`src/rtl/kernel_ap_ctrl_launcher.sv`:
```
// Bridges a valid/ready argument stream to a block-level ap_ctrl kernel,
// keeping one invocation in flight and returning its result as a valid/ready token.
//
// state | meaning
// IDLE  | no invocation in flight, ready for an argument token
// START | ap_start held with stable ap_args until the kernel accepts
// RUN   | kernel accepted, waiting for ap_done
// DONE  | result presented on outs_*, waiting for the consumer
module kernel_ap_ctrl_launcher #(
  parameter int ARG_WIDTH   = 16,
  parameter int RES_WIDTH   = 8,
  parameter int COUNT_WIDTH = 16
) (
  input  logic                   clk,
  input  logic                   rst,
  input  logic [ARG_WIDTH-1:0]   ins_data,
  input  logic                   ins_valid,
  output logic                   ins_ready,
  output logic                   ap_start,
  output logic [ARG_WIDTH-1:0]   ap_args,
  input  logic                   ap_ready,
  input  logic                   ap_done,
  input  logic [RES_WIDTH-1:0]   ap_result,
  output logic [RES_WIDTH-1:0]   outs_data,
  output logic                   outs_valid,
  input  logic                   outs_ready,
  output logic [COUNT_WIDTH-1:0] launch_count,
  output logic                   proto_err
);

  typedef enum logic [1:0] {IDLE, START, RUN, DONE} state_t;

  state_t                 r_state;
  logic                   r_ap_start;
  logic [ARG_WIDTH-1:0]   r_ap_args;
  logic [RES_WIDTH-1:0]   r_outs_data;
  logic                   r_outs_valid;
  logic [COUNT_WIDTH-1:0] r_launch_count;
  logic                   r_proto_err;

  // Combinational from outs_ready so a finishing result and a new argument can
  // hand off in the same cycle.
  assign ins_ready    = (r_state == IDLE) || ((r_state == DONE) && outs_ready);
  assign ap_start     = r_ap_start;
  assign ap_args      = r_ap_args;
  assign outs_data    = r_outs_data;
  assign outs_valid   = r_outs_valid;
  assign launch_count = r_launch_count;
  assign proto_err    = r_proto_err;

  always_ff @(posedge clk or negedge rst) begin
    if (!rst) begin
      r_state        <= IDLE;
      r_ap_start     <= 1'b0;
      r_ap_args      <= '0;
      r_outs_data    <= '0;
      r_outs_valid   <= 1'b0;
      r_launch_count <= '0;
      r_proto_err    <= 1'b0;
    end else begin
      case (r_state)
        IDLE: begin
          if (ap_done) r_proto_err <= 1'b1;
          if (ins_valid) begin
            r_ap_args  <= ins_data;
            r_ap_start <= 1'b1;
            r_state    <= START;
          end
        end
        START: begin
          // A done without acceptance belongs to no invocation of ours; drop it.
          if (ap_ready) begin
            r_ap_start <= 1'b0;
            if (ap_done) begin
              r_outs_data  <= ap_result;
              r_outs_valid <= 1'b1;
              r_state      <= DONE;
            end else begin
              r_state <= RUN;
            end
          end
        end
        RUN: begin
          if (ap_done) begin
            r_outs_data  <= ap_result;
            r_outs_valid <= 1'b1;
            r_state      <= DONE;
          end
        end
        DONE: begin
          if (ap_done) r_proto_err <= 1'b1;
          if (outs_ready) begin
            r_outs_valid   <= 1'b0;
            r_launch_count <= r_launch_count + 1'b1;
            if (ins_valid) begin
              r_ap_args  <= ins_data;
              r_ap_start <= 1'b1;
              r_state    <= START;
            end else begin
              r_state <= IDLE;
            end
          end
        end
        default: begin
          r_state    <= IDLE;
          r_ap_start <= 1'b0;
        end
      endcase
    end
  end

endmodule

```
`config.mk`:
```
export PLATFORM = sky130hd
export DESIGN_NAME = kernel_ap_ctrl_launcher
export DESIGN_NICKNAME = d
export VERILOG_FILES = /design/src/rtl/kernel_ap_ctrl_launcher.sv
export SDC_FILE = /design/constraint.sdc
export NUM_CORES = 1
export LEC_CHECK = 0
export ABC_AREA = 0
export BUFFER_PORTS_ARGS = -buffer_cell sky130_fd_sc_hd__buf_2
export CAP_MARGIN = 20
export CORE_UTILIZATION = 40
export CTS_CLUSTER_DIAMETER = 200
export DETAILED_ROUTE_END_ITERATION = 10
export PLACE_DENSITY = 0.65
export SLEW_MARGIN = 20
export SYNTH_ARGS = -nofsm -noshare
export SYNTH_HDL_FRONTEND = slang
export SYNTH_SLANG_ARGS = --single-unit
```
`constraint.sdc`:
```
create_clock -name clk -period 3 [get_ports clk]
set_input_delay 0.6 -clock clk [delete_from_list [all_inputs] [get_ports clk]]
set_output_delay 0.6 -clock clk [all_outputs]
set_load 0.005 [all_outputs]
```
==> impl_results.md <==
* Status: complete, no violations
* Vias in the first global route at 1248
* Tcrit/Tclk final at between 70% and 80%
* PortBufs at between 70 and 80
* Initial Util at between 40% and 50%
* Total global-route track usage at approximately 15%
* Wire per inst at ~13 um
* Mean post-synth cell area at approximately 14 sq um
* Non-filler cells, final at 291
* Clock network fraction of design power at 19.3%
* Max cap viols at 0
* Number of synthesized flops with an enable pin at 0
* Die W at 73.03 um
* H-tree depth at 2
* Slew @ Worst Pin at roughly 560 ps
* Post-DP HPWL at 2735 um
* Routed vias at around 1300
* Max Freq at 0.4697 GHz
* Worst Clk Skew at 10.32 ps
* Net Sw Power at 0.7307 mW
* Ys async rst share at 100.0%
* CTS Buffer Depth at 2
* Synth Flop Type: dfrtp_1
* Cell Pwr Density at about 900 nW/um^2
* GR Util met2 at roughly 22%
* Routing usage on met1 at about a fifth
* Synth-to-Final Area Change at 26.78%
* Final #Nets at 260
* CTS tree: built
* Seq cells post-synth at 45
* Initial antenna violation count at 0
* Internal at ~1.6 mW
* Crit path required time at approximately 2400 ps
* TritonRoute pass-1 iters at 4
* Die outline area at between 5000 and 6000 sq um
* Commonest non-fill, non-tap cell in the layout: buf_2
* Final GP Congestion at about 0.76
* RSZ-0062 raised after global routing: false
* Clock Tree Root: clkbuf_8
* Layout cell share with drive strength beyond 1 at 46.43%
* Crit end category: primary output
* Largest cells by area after synthesis: dfrtp_1, mux2_1, mux2_4
* CP arrival at between 1500 and 2000 ps
* First-pass GRT wire length at roughly 5800 um
* Post-CTS Setup Bufs at 0
* Slowest-stage cell, CP: ha_1
* Endpoints failing setup at 0
* Total congestion overflow at 0
* Num CTS Buffers at 5
* Critical path type: flop to primary output
* Most frequent cells in the layout: buf_2, dfrtp_1, mux2_1
* Global route hottest layer: met2
* Final hold vios at 0
* HP Class: input port to async pin
* Via/cell ratio at 4.601
* Max_slew headroom at 62.47%
* Cts hold-fix bufs at 0
* Area leader, netlist: dfrtp_1
* Min Tclk post-route at approximately 2100 ps
* Synth cell types at 30
* N_diodes at 0
* Sequential area share after synthesis at between 50% and 60%
* Initial DRC Count at 71
* Pin count of the biggest net entering global routing at 46
* Cts repair resizes at 0
* Post-route DRC at 0
* CP Launch Type: flop
* Max VDD drop at 0.4776 mV
* Rows at 25
* Placed Instances at approximately 280
* Mapped Area at between 2000 and 2500 sq um
* Final wirelength at ~3700 um
* Clk sink count at 45
* Critical path cell sequence: ha_1, nand2_2, nand2_1, buf_2
* Reg clk slew, reported paths at approximately 90 ps
* Final setup TNS at 0 ps
* Syn nets at ~180
* Final Max Tran Viols at 0
* Die Ht at approximately 73 um
* Top Ports at 74
* Gate power share at between 30% and 40%
* Core area at around 4800 sq um
* Sw frac at approximately a third
* CP max FO at 9
* ANT nets after route at 0
* Leak at 1.349 nW
* CP bufs+invs at 1
* CP delay by family, top: adder cells
* Critical Path Max Stage Delay at ~440 ps
* Share of power burned in registers at 42.5%
* Post-synth top area share at 55.80%
* GR Util met3 at under 10%
* Clk Latency, worst-skew pair at between 200 and 300 ps
* Synth warn at 0
* Gate Count Post-Synth at 145
worst reg2reg max path, cell delays in order, from the launching register on:
cell     delay (ps)
dfrtp_1         420
ha_1            440
nand2_2         160
o21ai_2          90
nand2_2         300
mux2_1          420
logic make-up (layout without fill, tap and decap cells):
group / Yosys count / in the layout / synth area share, %
DFF: 45 / 45 / 55.80
muxes: 28 / 28 / 17.42
and+or+nand+nor: 28 / 28 / 8.804
buffers and inverters: 10 / 89 / 2.604
xor gates and xnor gates: 15 / 15 / 6.510
adders and majority gates: 7 / 7 / 4.340
AOI/OAI and AO/OA: 12 / 12 / 4.526
state kept, by name, indices dropped and copies added (netlist names):
signal and flops:
ap_start 1, r_state 2, proto_err 1, outs_data 8, ap_args 16, launch_count 16
outs_valid 1
power by group through the flow:
stage,Sequential [mW],Combinational (mW),Clock [mW]
floorplan,1.01,0.559,0
detailed placement,0.998,0.900,0
global route,1.02,0.987,0.492
CTS,0.988,0.902,0.466
global placement,0.998,0.887,0
finish,0.985,0.886,0.447
worst paths after layout:
| kind | startpoint | end | cells past startpoint | slack [ps] |
|---|---|---|---|---|
| worst min-delay path | rst | launch_count[6]$_DFFE_PN0P_ | 1 | 300 |
| worst max-delay path | r_state[1]$_DFFE_PN0P_ | ins_ready | 4 | 870 |
| min in group clk | launch_count[15]$_DFFE_PN0P_ | launch_count[15]$_DFFE_PN0P_ | 1 | 470 |
| max in group asynchronous | rst | ap_args[11]$_DFFE_PN0P_ | 1 | 2320 |
| worst min register to register | launch_count[15]$_DFFE_PN0P_ | launch_count[15]$_DFFE_PN0P_ | 1 | 470 |
| worst max register to register | r_state[1]$_DFFE_PN0P_ | ap_args[10]$_DFFE_PN0P_ | 5 | 1050 |
cell type report:
type                       count  area, sq um
multi-input combinational     90        839.6
fill                         450         2227
tap                           67        83.83
clock buffer                   6        72.57
clock inverter                 2        38.79
sequential                    45         1126
inverter                       8        30.03
timing repair buffer          73        367.9
cells in the mapped netlist, types with 3 or more instances:
| master | instances |
|---|---|
| dfrtp_1 | 45 |
| mux2_1 | 15 |
| mux2_4 | 10 |
| xnor2_1 | 8 |
| ha_1 | 7 |
| inv_1 | 7 |
| xor2_1 | 7 |
| nand2_1 | 6 |
| a21oi_1 | 5 |
| nor2_1 | 5 |
| nand3_1 | 4 |
| nand2_2 | 3 |
per-layer routing:
metal	share of wire (%)	wire length, um
met5	0	0
met1	45	1642
met4	1.2	43
met2	49	1810
met3	4.8	178
stage by stage:
step                      utilization [%]  hold slack, ps  power, mW  worst slack (ps)  cell area, sq um
after floorplan                         -           304.4      1.567              1301              2018
after global placement              51.09           458.8      1.885              1124              2445
after detailed placement            51.09           465.8      1.898              1038              2445
after CTS                           53.41           481.2      2.356             855.5              2556
after global routing                53.46           325.8      2.494             754.0              2559
final                               53.46           297.5      2.318             871.0              2559
Power figures use the tool's default switching activity.
